===== src/rtl/fetch_pkg.sv =====
// Shared types and constants for the LEGv8 fetch sequencer.
//   fetch_state_e     : sequencer FSM states
//   NopWord           : word shown on inst_out before the first fetch completes
//   HaltOpc / HaltMsb / HaltLsb : HALT opcode and its field position
//   ImemBytesDefault  : default instruction memory size in bytes
package fetch_pkg;

  typedef enum logic [2:0] {
    StFetch,
    StDrain,
    StValid,
    StHalted,
    StFault
  } fetch_state_e;

  localparam logic [31:0] NopWord          = 32'hD503201F;
  localparam logic [10:0] HaltOpc          = 11'h7FF;
  localparam int unsigned HaltMsb          = 31;
  localparam int unsigned HaltLsb          = 21;
  localparam int unsigned ImemBytesDefault = 4096;

  function automatic logic is_halt(input logic [31:0] word);
    return word[HaltMsb:HaltLsb] == HaltOpc;
  endfunction

endpackage


===== src/rtl/fetch_sequencer_if.sv =====
// Fetch sequencer bus: byte-wide instruction memory port plus the decode-side
// valid/ready handshake with the PCSrc/BranchAddress redirect.
//   master : the fetch sequencer
//   slave  : memory + decode (or a testbench standing in for them)
interface fetch_sequencer_if #(
  parameter int unsigned ADDR_W = 64
) ();

  logic              imem_rd;
  logic [ADDR_W-1:0] imem_addr;
  logic [7:0]        imem_rdata;
  logic [31:0]       inst_out;
  logic [ADDR_W-1:0] pc_out;
  logic              inst_valid;
  logic              inst_ready;
  logic              pc_src;
  logic [ADDR_W-1:0] branch_addr;

  modport master (
    output imem_rd, imem_addr, inst_out, pc_out, inst_valid,
    input  imem_rdata, inst_ready, pc_src, branch_addr
  );

  modport slave (
    input  imem_rd, imem_addr, inst_out, pc_out, inst_valid,
    output imem_rdata, inst_ready, pc_src, branch_addr
  );

endinterface


===== src/rtl/fetch_sequencer_byte_lane_assembler.sv =====
// Assembles a 32-bit little-endian word from successive bytes.
//   clk, rst_n : clock, asynchronous active-low reset (presets word to NOP_WORD)
//   wr_en      : write wr_byte into the current lane, then advance the lane
//   wr_byte    : incoming byte
//   word       : assembled word
module byte_lane_assembler
  import fetch_pkg::*;
#(
  parameter logic [31:0] NOP_WORD = NopWord
) (
  input  logic        clk,
  input  logic        rst_n,
  input  logic        wr_en,
  input  logic [7:0]  wr_byte,
  output logic [31:0] word
);

  logic [1:0]  lane_q;
  logic [31:0] word_q;

  // Lane index wraps after byte 3, so each new fetch starts at lane 0 without a clear.
  always_ff @(posedge clk or negedge rst_n) begin
    if (!rst_n) begin
      lane_q <= 2'd0;
      word_q <= NOP_WORD;
    end else if (wr_en) begin
      word_q[{lane_q, 3'b000} +: 8] <= wr_byte;
      lane_q                        <= lane_q + 2'd1;
    end
  end

  assign word = word_q;

endmodule


===== src/rtl/fetch_sequencer.sv =====
// Instruction fetch sequencer for the single-cycle LEGv8 core.
// Reads four bytes per instruction from a byte-wide memory (1-cycle latency),
// presents instruction + PC to decode with valid/ready, applies the redirect on
// the accept edge, and stops on HALT or on an illegal next PC.
//   clk, rst_n : clock, asynchronous active-low reset
//   bus        : fetch_sequencer_if.master (memory port + decode handshake)
//   halted     : HALT retired, sticky until reset
//   fault      : illegal next PC, sticky until reset
module fetch_sequencer
  import fetch_pkg::*;
#(
  parameter int unsigned ADDR_W     = 64,
  parameter int unsigned IMEM_BYTES = ImemBytesDefault,
  parameter logic [31:0] NOP_WORD   = NopWord
) (
  input  logic               clk,
  input  logic               rst_n,
  fetch_sequencer_if.master  bus,
  output logic               halted,
  output logic               fault
);

  localparam logic [ADDR_W-1:0] LastWord = ADDR_W'(IMEM_BYTES - 4);

  fetch_state_e      state_q;
  logic [ADDR_W-1:0] pc_q;
  logic [ADDR_W-1:0] pc_out_q;
  logic [ADDR_W-1:0] imem_addr_q;
  logic [1:0]        cnt_q;
  logic              imem_rd_q;
  logic              inst_valid_q;
  logic              halted_q;
  logic              fault_q;

  logic [31:0]       inst_word;
  logic [ADDR_W-1:0] next_pc;
  logic              next_bad;
  logic              accept;

  // A request registered on one edge returns its byte in time for the next edge,
  // so the registered read strobe doubles as the capture enable.
  byte_lane_assembler #(
    .NOP_WORD (NOP_WORD)
  ) u_asm (
    .clk     (clk),
    .rst_n   (rst_n),
    .wr_en   (imem_rd_q),
    .wr_byte (bus.imem_rdata),
    .word    (inst_word)
  );

  assign accept   = inst_valid_q & bus.inst_ready;
  assign next_pc  = bus.pc_src ? bus.branch_addr : pc_q + ADDR_W'(4);
  assign next_bad = (next_pc[1:0] != 2'b00) || (next_pc > LastWord);

  always_ff @(posedge clk or negedge rst_n) begin
    if (!rst_n) begin
      state_q      <= StFetch;
      pc_q         <= '0;
      pc_out_q     <= '0;
      imem_addr_q  <= '0;
      cnt_q        <= 2'd0;
      imem_rd_q    <= 1'b0;
      inst_valid_q <= 1'b0;
      halted_q     <= 1'b0;
      fault_q      <= 1'b0;
    end else begin
      case (state_q)
        StFetch: begin
          imem_rd_q   <= 1'b1;
          imem_addr_q <= pc_q + ADDR_W'(cnt_q);
          cnt_q       <= cnt_q + 2'd1;
          if (cnt_q == 2'd3) state_q <= StDrain;
        end
        StDrain: begin
          // Byte 3 lands in the assembler on this edge.
          imem_rd_q    <= 1'b0;
          pc_out_q     <= pc_q;
          inst_valid_q <= 1'b1;
          state_q      <= StValid;
        end
        StValid: begin
          if (accept) begin
            inst_valid_q <= 1'b0;
            if (is_halt(inst_word)) begin
              halted_q <= 1'b1;
              state_q  <= StHalted;
            end else if (next_bad) begin
              fault_q <= 1'b1;
              state_q <= StFault;
            end else begin
              pc_q    <= next_pc;
              cnt_q   <= 2'd0;
              state_q <= StFetch;
            end
          end
        end
        StHalted, StFault: begin
          imem_rd_q    <= 1'b0;
          inst_valid_q <= 1'b0;
        end
        default: begin
          imem_rd_q    <= 1'b0;
          inst_valid_q <= 1'b0;
          fault_q      <= 1'b1;
          state_q      <= StFault;
        end
      endcase
    end
  end

  assign bus.imem_rd    = imem_rd_q;
  assign bus.imem_addr  = imem_addr_q;
  assign bus.inst_out   = inst_word;
  assign bus.pc_out     = pc_out_q;
  assign bus.inst_valid = inst_valid_q;
  assign halted         = halted_q;
  assign fault          = fault_q;

endmodule

===== src/flat_wrapper.sv =====
// flat-port wrapper written by rule: the top's interface ports become plain ports
module fetch_sequencer_flat import fetch_pkg::*;
#(
  parameter int unsigned ADDR_W     = 64,
  parameter int unsigned IMEM_BYTES = ImemBytesDefault,
  parameter logic [31:0] NOP_WORD   = NopWord
)
  (clk, rst_n, halted, fault, bus_imem_rd, bus_imem_addr, bus_inst_out, bus_pc_out, bus_inst_valid, bus_imem_rdata, bus_inst_ready, bus_pc_src, bus_branch_addr);
  fetch_sequencer_if #(.ADDR_W(ADDR_W)) bus_i ();
  input  logic clk;
  input  logic rst_n;
  output logic halted;
  output logic fault;
  output wire logic [$bits(bus_i.imem_rd)-1:0] bus_imem_rd;
  output wire logic [$bits(bus_i.imem_addr)-1:0] bus_imem_addr;
  output wire logic [$bits(bus_i.inst_out)-1:0] bus_inst_out;
  output wire logic [$bits(bus_i.pc_out)-1:0] bus_pc_out;
  output wire logic [$bits(bus_i.inst_valid)-1:0] bus_inst_valid;
  input wire logic [$bits(bus_i.imem_rdata)-1:0] bus_imem_rdata;
  input wire logic [$bits(bus_i.inst_ready)-1:0] bus_inst_ready;
  input wire logic [$bits(bus_i.pc_src)-1:0] bus_pc_src;
  input wire logic [$bits(bus_i.branch_addr)-1:0] bus_branch_addr;
  assign bus_imem_rd = bus_i.imem_rd;
  assign bus_imem_addr = bus_i.imem_addr;
  assign bus_inst_out = bus_i.inst_out;
  assign bus_pc_out = bus_i.pc_out;
  assign bus_inst_valid = bus_i.inst_valid;
  assign bus_i.imem_rdata = bus_imem_rdata;
  assign bus_i.inst_ready = bus_inst_ready;
  assign bus_i.pc_src = bus_pc_src;
  assign bus_i.branch_addr = bus_branch_addr;
  fetch_sequencer #(.ADDR_W(ADDR_W), .IMEM_BYTES(IMEM_BYTES), .NOP_WORD(NOP_WORD)) u_core (.clk(clk), .rst_n(rst_n), .bus(bus_i), .halted(halted), .fault(fault));
endmodule

===== config.mk =====
export PLATFORM = sky130hd
export DESIGN_NAME = fetch_sequencer_flat
export DESIGN_NICKNAME = d
export VERILOG_FILES = /design/src/rtl/fetch_pkg.sv /design/src/rtl/fetch_sequencer_if.sv /design/src/rtl/fetch_sequencer_byte_lane_assembler.sv /design/src/rtl/fetch_sequencer.sv /design/src/flat_wrapper.sv
export SDC_FILE = /design/constraint.sdc
export NUM_CORES = 1
export LEC_CHECK = 0
export BUFFER_PORTS_ARGS = -buffer_cell sky130_fd_sc_hd__buf_2
export CORE_MARGIN = 4
export CORE_UTILIZATION = 50
export CTS_CLUSTER_SIZE = 10
export DETAILED_ROUTE_END_ITERATION = 8
export HOLD_SLACK_MARGIN = 0.02
export PLACE_DENSITY = 0.76
export REMOVE_ABC_BUFFERS = 1
export SETUP_SLACK_MARGIN = 0.2
export SLEW_MARGIN = 20
export SYNTH_ARGS = -nofsm -noshare
export SYNTH_HDL_FRONTEND = slang
export SYNTH_HIERARCHICAL = 1
export SYNTH_SLANG_ARGS = --single-unit

===== constraint.sdc =====
create_clock -name clk -period 3.6 [get_ports clk]
set_clock_uncertainty 0.05 [all_clocks]
set_input_delay 0.18 -clock clk [delete_from_list [all_inputs] [get_ports clk]]
set_output_delay 0.18 -clock clk [all_outputs]
set_load 0.05 [all_outputs]

; ---- After elaboration in Yosys (flattened, before gate mapping)
; Cells that the tools add are included.
[word_totals]
wordCells = 66
reg_bits = 235
output_inout_bits = 164
inputBits = 76
[classes]
shift = 2
eq_ne = 11
n_lt_le_gt_ge = 1
reduce_logical = 12
n_mux = 18
bitwise_logic = 6
n_addsub = 5
[op_table]
columns = cell, n
row1 = 64-bit by 2-bit adder with 64-bit output, 1
row2 = 64-bit by 3-bit adder with 64-bit output (second input constant), 1
row3 = 64-bit by 12-bit greater-than comparator with 1-bit output (second input constant), 1
row4 = 64-bit 2-to-1 mux, 1
row5 = 32-bit bitwise mux, 1
row6 = 8-bit by 7-bit variable shift with 32-bit output (first input constant), 1
row7 = 8-bit by 7-bit indexed part select with 32-bit output, 1
row8 = 3-bit 2-to-1 mux, 4
row9 = 3-bit one-hot mux with 4 select lines, 1
row10 = 4-bit AND reduction, 3
row11 = 11-bit == test (second input constant), 1
row12 = 5-bit negation with 7-bit output, 1
row13 = 3-bit by 2-bit == test with 1-bit output (second input constant), 2
row14 = 2-bit 2-to-1 mux, 3
row15 = 2-bit by 1-bit inequality test with 1-bit output (second input constant), 3
row16 = 3-bit AND reduction, 2
row17 = 1-bit NOT, 5
row18 = 2-bit by 1-bit adder with 2-bit output (second input constant), 2
row19 = 1-bit 2-to-1 mux, 4
row20 = 2-bit inequality test (second input constant), 2
row21 = 1-bit one-hot mux with 2 select lines, 2
row22 = 2-bit one-hot mux with 2 select lines, 1
row23 = 2-bit nonzero test, 2
row24 = 4-bit OR reduction, 1
row25 = other kinds (9), 9

; ---- Longest topological paths before layout
; Gate-level depths: netlist (run 1).
[depth]
word_depth = 8
depth_mapped = 14
depth_no_buf = 12

; ---- Hierarchy
; The synthesis (run 1) kept the hierarchy.
[modules_own_cells]
columns = module, instances, area_per_inst_um2, seq_area_each_um2, cells_each
row1 = fetch_sequencer, 1, 10844.2, 5029.8, 1130
row2 = byte_lane_assembler, 1, 1490.2, 867.1, 127

; ---- Worst setup path after synthesis (run 1)
; Ideal clock, no wire load.
[synth_timing]
path_kind = register to register
startpoint = reg u_core.pc_q[3]
endpoint = reg u_core.pc_q[11]
setup_slack_ps = -59
path_stages_with_launch = 13
required_ps = 3426
path_buffers = 2
setup_time_ps = 124
arrival_time_ps = 3485
path_cell_list = dfrtp_1 ha_1 nand3_4 or4_1 buf_2 buf_2 nor4_1 xnor2_1 nand4_1 o31ai_2 o211ai_1 or3_1 a211o_1
[synth_between]
elab_chain_len = 6
[synth_rtl]
columns = element, line
row1 = from (decl), fetch_sequencer.sv:26  ; logic [ADDR_W-1:0] pc_q;
row2 = from (signal assigned), fetch_sequencer.sv:92  ; pc_q <= next_pc;
row3 = 64-bit by 3-bit adder with 64-bit output (*), fetch_sequencer.sv:53  ; assign next_pc = bus.pc_src ? bus.branch_addr : pc_q + ADDR_W'(4);
row4 = 64-bit 2-to-1 mux (*), fetch_sequencer.sv:53
row5 = 64-bit by 12-bit greater-than comparator with 1-bit output, fetch_sequencer.sv:54  ; assign next_bad = (next_pc[1:0] != 2'b00) || (next_pc > LastWord);
row6 = 1-bit logical OR, fetch_sequencer.sv:54
row7 = 1-bit NOT (no line), -
row8 = 4-bit AND reduction (no line), -
; Every way passes the cells marked *; elsewhere a longest branch is shown, timed or not.
; A chain may end at the register's enable or synchronous reset.

; ---- Worst setup path after layout (run 1)
[layout_timing]
startpoint = reg u_core.pc_q[14]
endpoint = reg u_core.pc_q[38]
; Same word-level chain as after synthesis.

==> key figures, run 1 <==
Synth
  • Synth top area share: 45.0%
  • Largest area contributor in the netlist: dfrtp_1
  • Synthesis warning total: 6
  • Main synth FF type: dfrtp_1
  • Register area share after synthesis: 47.8%
  • Synthesized instance count: 1257
  • Asr flop ratio synth: 100%
  • Post-synth EDFFs: 0
  • Post-synthesis register bit count: 235
  • Synth area leaders: dfrtp_1 45%, mux2_2 6.0%, nand2_1 4.1%, xnor2_1 3.8%, nand4_1 3.1%
  • Syn avg cell area: 9.81 sq um
  • Synth cell types: 75
  • Post-Syn Area: 12300 sq um

Setup path
  • Top delay family on crit path: simple AND/OR/NAND/NOR gates
  • Max stage delay on crit path: 0.42 ns
  • Reg2Reg Depth: 16
  • CP Cell Sequence: buf_6 > buf_6 > nand4_1 > nor4_2 > buf_4 > nand4_1 > xor2_2 > nand3_2 > nor4_2 > buf_4 > o2111ai_4 > buf_6 > nor2_4 > buf_4 > clkbuf_16 > nor2b_1
  • Critical path class: reg2reg
  • Crit end category: register
  • Worst endpoint data arrival time: 3.84 ns
  • R2r startpoint: u_core/pc_q[14]
  • CP max-delay cell: dfrtp_1
  • Worst path depth: 16
  • Critical Path RT: 3.97 ns
  • Crit. Startpoint: u_core/pc_q[14]
  • CP bufs+invs: 7
  • CP Max Fanout: 13
  • R2R Path End: u_core/pc_q[38]
  • Worst reg-to-reg setup slack: 0.13 ns
  • Crit start category: register

Job
  • Max Cap Viol: 0

Hold path
  • Hold Path Depth: 4
  • Worst hold path startpoint: bus_branch_addr[2]
  • Min-Delay Endpoint: u_core/pc_q[2]
  • Hold Crit Class: in2reg

Drt
  • Drc violations: 0
  • DRT met1 WL: 18000 um
  • Starting DRC count in detailed routing: 1011
  • Pre-Repair DR Iteration Count: 7
  • Met2 wire len: 19700 um
  • Total number of vias: 11.5k
  • Drt wl/cell: 21.7 um
  • ANT nets after route: 0
  • Total length of routed wires: 42600 um
  • Met3 WL: 3730 um
  • Post-DR vias/cell: 5.87
  • Top routing layer in use: met5

Clock tree
  • CTS tree: done
  • CTS buffer count: 28
  • Clock slew at reported path FFs: 0.06 ns
  • Worst-skew pair later-pin latency: 0.55 ns
  • Root Buffer: clkbuf_16
  • # clock sinks: 235
  • H-tree depth: 1
  • Clk buf depth: 3

Finish
  • Most frequent cells in the layout: 238 x buf_2, 200 x dfrtp_1, 166 x buf_4
  • Nets@finish: 1711
  • Most common cell after layout, fill and taps aside: buf_2
  • Layout area overhead: 35.0%
  • Util after Layout: 68.5%
  • Fraction of layout cells with a size suffix above 1: 40.9%

Status
  • Status: completed

Global route
  • Number of global-route vias before repair: 11.2k
  • First-pass GRT wire length: 63700 um
  • Largest net degree at the start of global routing: 114
  • Initial antenna violation count: 0
  • GRT Total Usage: 30.0%
  • Total gr overflow: 0

Placed design
  • Dpl ws: -0.235 ns
  • Final HPWL DP: 30500 um
  • IO Port Bufs: 239
  • Placer Congestion: 0.966

Timing
  • Fin Setup TNS: 0 ns
  • Worst Tran Pin Value: 1.13 ns
  • Final setup fails: 0
  • Fin crit share: 96.4%
  • Min cycle time layout: 3.47 ns
  • Hold Vio Cnt, Final: 0
  • Maximum clock rate: 0.288 GHz
  • Min setup slack post-route: 0.130 ns
  • Relative slew margins: 23.7%
  • Hold WS: 0.0359 ns
  • RSZ-0062 raised after global routing: true
  • Final slew viol count: 0

Die
  • Die Wd: 165 um
  • I/O pin total: 240
  • Die ar.: 27200 sq um
  • Rows: 57
  • Core box area: 24300 sq um
  • Effective utilization at floorplan: 50.7%
  • Die H: 165 um

Power and ir drop
  • PD cells: 471 nW/um^2
  • Lkg Pwr: 0.00749 uW
  • Total Power: 7840 uW
  • Peak VDD IR: 0.000596 V
[worst reg2reg max path: stages, from the launching register on]
cell       delay, ns
dfrtp_1         0.42
buf_6           0.12
buf_6           0.11
nand4_1         0.21
nor4_2          0.32
buf_4           0.20
nand4_1         0.19
xor2_2          0.21
nand3_2         0.15
nor4_2          0.26
buf_4           0.18
o2111ai_4       0.15
buf_6           0.18
nor2_4          0.17
buf_4           0.18
clkbuf_16       0.18
nor2b_1         0.05
[state kept, by name (all words and copies together) (netlist names)]
signal,flops
u_core/bus.imem_addr,64
u_core/bus.imem_rd,1
u_core/bus.inst_valid,1
u_core/bus.pc_out,64
u_core/cnt_q,2
u_core/fault,1
u_core/halted,1
u_core/pc_q,64
u_core/state_q,3
u_core/u_asm/lane_q,2
u_core/u_asm/word,32
[per-stage QoR]
stage          instances  area [sq um]
2_1_floorplan       1146         11900
3_3_place_gp        1852         14600
3_5_place_dp        1852         14600
4_1_cts             1924         15800
5_1_grt             1964         16600
6_report            1965         16600
[what timing repair did]
| item | CTS | global route |
|---|---|---|
| pin swaps | 17 | 32 |
| gates cloned | 1 | 4 |
| hold buffers | 15 | 0 |
| setup buffers | 11 | 36 |
| hold endpoints to repair | 137 | 0 |
| gates resized for setup | 29 | 109 |
| setup endpoints to repair | 68 | 69 |
[kinds of logic (layout without fill, tap and decap cells)]
group	after synthesis	after routing	synth area share, %
adders and majority gates	10	10	1.08
muxes	69	69	6.28
and+or+nand+nor	539	539	23.8
DFF	235	235	47.8
xor gates and xnor gates	89	89	6.32
AOI/OAI and AO/OA	184	184	10.2
buffers and inverters	131	514	4.50
other	0	1	0
[where the power goes]
group | internal [uW] | switching [uW]
Clock | 1480 | 1050
Combinational | 542 | 1610
Sequential | 2950 | 209
Total | 4970 | 2870
[synth_stat cells, drive strengths merged, types with 12 or more instances]
library cell / n
a21oi: 12
and4: 12
buf: 39
clkbuf: 72
dfrtp: 222
dfstp: 13
inv: 19
mux2: 67
nand2: 136
nand3: 74
nand4: 64
nor2: 51
nor2b: 51
nor3: 45
nor4: 42
o21ai: 77
o2bb2ai: 32
or3: 16
or4: 12
xnor2: 53
xor2: 36
[metal layers]
metal,GRT usage [%],up-vias
li1,-,5242
met1,42.7,5673
met2,47.2,541
met3,6.38,81
met4,7.07,2
met5,0,-
[worst max path at each step]
stage / to
finish: u_core/pc_q[38]
global route: u_core/pc_q[10]
CTS: u_core/pc_q[6]
detailed placement: u_core/pc_q[6]
global placement: u_core/pc_q[11]
floorplan: u_core/bus.pc_out[0]
[final cells by class]
| cell class | instances | area (sq um) |
|---|---|---|
| Antenna cell | 1 | 2.50 |
| Clock buffer | 43 | 787 |
| Clock inverter | 2 | 25.0 |
| Fill cell | 1879 | 7670 |
| Inverter | 20 | 75.1 |
| Multi-Input combinational cell | 891 | 6370 |
| Sequential cell | 235 | 5920 |
| Tap cell | 324 | 405 |
| Timing Repair Buffer | 449 | 3060 |
No activity file was read; power rests on OpenSTA's default activity.
==> run 2: changes to the inputs <==
--- a/config.mk
+++ b/config.mk
@@ -6,12 +6,14 @@
 export NUM_CORES = 1
 export LEC_CHECK = 0
 export BUFFER_PORTS_ARGS = -buffer_cell sky130_fd_sc_hd__buf_2
+export CELL_PAD_IN_SITES_DETAIL_PLACEMENT = 1
+export CELL_PAD_IN_SITES_GLOBAL_PLACEMENT = 1
 export CORE_MARGIN = 4
-export CORE_UTILIZATION = 50
+export CORE_UTILIZATION = 39
 export CTS_CLUSTER_SIZE = 10
 export DETAILED_ROUTE_END_ITERATION = 8
 export HOLD_SLACK_MARGIN = 0.02
-export PLACE_DENSITY = 0.76
+export PLACE_DENSITY_LB_ADDON = 0.1
 export REMOVE_ABC_BUFFERS = 1
 export SETUP_SLACK_MARGIN = 0.2
 export SLEW_MARGIN = 20
==> run 2 against run 1 <==
Net effect:
- worst setup slack got worse by 0.11 ns
- highest routed layer is now met4
- critical path depth fell by 2
- total power rose by 1.2%
- critical path type unchanged
- flip-flop and latch count did not move
==> key figures, run 2 (synthesis results as in run 1) <==
Finish
  • Fin cells: 2022 (+2.9%)
  • Number of diodes: 0 (-1)
  • Finished Cell Area: 16600 sq um (-0.47%)
  • Most frequent cells in the layout: 238 x buf_2, 207 x dfrtp_1, 160 x buf_4
  • Layout area overhead: 34.4%
  • Most common cell after layout, fill and taps aside: buf_2
  • Nets@finish: 1698 (-0.76%)
  • Fraction of layout cells with a size suffix above 1: 39.7% (-1.1 points)
  • Fillers: 3513 (+87%)

Setup path
  • Max stage delay on crit path: 0.55 ns (+0.13 ns)
  • CP Max Fanout: 6 (-7)
  • Critical path class: reg2reg
  • R2r startpoint: u_core/pc_q[2]
  • Crit end category: register
  • CP max-delay cell: or4_4
  • CP bufs+invs: 4 (-3)
  • Most used cell, CP: buf_6
  • Top delay family on crit path: simple AND/OR/NAND/NOR gates
  • Crit. Startpoint: u_core/pc_q[2]
  • Crit start category: register
  • Worst endpoint data arrival time: 3.96 ns (+0.12 ns)
  • CP Cell Sequence: ha_4 > nand3_4 > nor4_4 > buf_4 > buf_6 > nand4_1 > xnor2_1 > or4_4 > o22ai_4 > o2111ai_4 > buf_6 > nor2_4 > buf_12 > mux2_4
  • Critical Path RT: 3.98 ns (about the same)

Timing
  • Fin crit share: 99.5% (+3.1 points)
  • Final setup fails: 0 (unchanged)
  • Worst Tran Pin Value: 0.924 ns (-0.209 ns)
  • Hold Vio Cnt, Final: 0 (unchanged)
  • Maximum clock rate: 0.279 GHz (-3.1%)
  • RSZ-0062 raised after global routing: true
  • Final slew viol count: 0 (unchanged)
  • Min cycle time layout: 3.58 ns (+0.112 ns)
  • Relative slew margins: 38.4% (+15 points)

Clock tree
  • CTS buffer count: 28 (unchanged)
  • Clock slew at reported path FFs: 0.05 ns (about the same)
  • CTS tree: done
  • Clk buf depth: 3 (unchanged)
  • Worst-skew pair later-pin latency: 0.55 ns (about the same)
  • H-tree depth: 1 (unchanged)
  • Root Buffer: clkbuf_16
  • # clock sinks: 235 (unchanged)

Die
  • I/O pin total: 240 (unchanged)
  • Core box area: 30900 sq um (+27%)
  • Rows: 64 (+12%)
  • Effective utilization at floorplan: 39.9% (-11 points)
  • Die Wd: 186 um (+13%)
  • Die H: 186 um (+13%)
  • Die ar.: 34500 sq um (+27%)

Power and ir drop
  • Gate power share: 27.8% (+0.4 points)
  • Switching share of power: 37.0% (+0.45 points)
  • Power share of the sequential group: 39.9% (-0.3 points)
  • Peak VDD IR: 0.000497 V (-17%)
  • Lkg Pwr: 0.00739 uW (-1.3%)
  • Clock Power Share: 32.3% (about the same)
  • Internal power: 5000 uW (+0.45%)
  • PD cells: 479 nW/um^2 (+1.6%)
  • Psw: 2940 uW (+2.4%)

Drt
  • Drt wl/cell: 23.3 um (+7.6%)
  • Post-DR vias/cell: 5.59 (-4.8%)
  • Pre-Repair DR Iteration Count: 5 (-2)
  • Starting DRC count in detailed routing: 595 (-41%)
  • Drc violations: 0 (unchanged)
  • ANT nets after route: 0 (unchanged)
  • Total length of routed wires: 47200 um (+11%)
  • Total number of vias: 11.3k (-2.0%)

Global route
  • Total gr overflow: 0 (unchanged)
  • Busiest grt layer: met2
  • First-pass GRT wire length: 71200 um (+12%)
  • Met1 global-route usage: 36.8% (-6.0 points)
  • GRT Total Usage: 26.5% (-3.5 points)
  • Met2 usage: 44.3% (-2.9 points)
  • Initial antenna violation count: 0 (unchanged)
  • Global Route met3 Usage: 3.87% (-2.5 points)
  • Largest net degree at the start of global routing: 113 (-0.88%)
  • Number of global-route vias before repair: 11.9k (+6.2%)

Job
  • Max Cap Viol: 0 (unchanged)

Placed design
  • Placed inst area: 14700 sq um (+0.74%)
  • IO Port Bufs: 239 (unchanged)
  • Final HPWL DP: 34600 um (+14%)
  • Cells after DPL: 1928 (+4.1%)
  • Placer Congestion: 0.951 (-1.6%)

Status
  • Status: completed

Hold path
  • Worst hold path startpoint: bus_branch_addr[4]
  • Hold Crit Class: in2reg
[run 2: cell count changes in the layout (fill, tap and decap cells not counted), moves of 3 or more]
cell and delta:
nand3_2 -3, nor2b_1 -7, nor2_1 -6, buf_4 -6, nor4_2 -7, buf_6 -7, dfrtp_2 -7, nor2b_4 +6
nand3_1 +3, nor2_4 +5, dfrtp_1 +7, nor4_1 +7
[run 2: per-stage QoR]
step           util [%]  setup TNS, ns  setup WS (ns)  hold slack [ns]  total power [uW]
2_1_floorplan         -        -204.84          -2.37           -0.166              4680
3_3_place_gp       47.6          -4.09         -0.116            0.260              5370
3_5_place_dp       47.7          -3.81         -0.101            0.265              5400
4_1_cts            52.0              0          0.128           0.0486              8020
5_1_grt            53.6        -0.0978        -0.0353            0.124              8310
6_report           53.6              0         0.0185           0.0747              7940
[run 2: cell type report]
cell class / count / area [sq um] / share of cell area (%)
Clock inverter: 2 / 10.0 / 0.0604
Clock buffer: 42 / 795 / 4.79
Timing Repair Buffer: 436 / 2930 / 17.7
Sequential cell: 235 / 5920 / 35.7
Inverter: 20 / 75.1 / 0.453
Multi-Input combinational cell: 891 / 6360 / 38.4
Tap cell: 396 / 495 / 2.99
[run 2: worst reg2reg max path: cells and delay by family (launching register included)]
family                   cells  cell delay (ns)
AO/OA/AOI/OAI                2             0.31
buffers and inverters        4             0.65
adder cells (fa/ha/maj)      1             0.17
flip-flops                   1             0.41
AND/OR/NAND/NOR              5             1.38
XOR/XNOR                     1             0.19
multiplexers                 1             0.31
[run 2: what timing repair did]
action | CTS | global route
hold buffers | 16 | 0
resized for setup | 46 | 83
endpoints found under the setup margin | 70 | 71
pin swaps | 15 | 11
setup buffers | 17 | 12
endpoints found under the hold margin | 142 | 0
gates cloned | 1 | 4
[run 2: metal layers]
| metal | up-vias | wire length (um) |
|---|---|---|
| li1 | 5234 | - |
| met4 | 0 | 922 |
| met3 | 60 | 2600 |
| met5 | - | 0 |
| met1 | 5658 | 20700 |
| met2 | 356 | 22900 |
[run 2: path summary, 6_finish.rpt]
| kind | endpoint | slack (ns) | depth (start not counted) |
|---|---|---|---|
| max in group asynchronous | u_core/pc_q[36] | 2.28 | 3 |
| max | u_core/pc_q[3] | 0.02 | 14 |
| max reg2reg | u_core/pc_q[3] | 0.02 | 14 |
| min in group asynchronous | u_core/bus.imem_addr[10] | 0.21 | 2 |
| min | u_core/pc_q[4] | 0.07 | 5 |
| min reg2reg | u_core/bus.imem_addr[21] | 0.42 | 2 |
[run 2: power groups by stage]
stage | Sequential (uW) | Clock [uW] | Combinational [uW]
floorplan | 4010 | 0 | 670
global placement | 3200 | 0 | 2170
detailed placement | 3200 | 0 | 2200
CTS | 3170 | 2640 | 2220
global route | 3210 | 2740 | 2360
finish | 3170 | 2560 | 2210
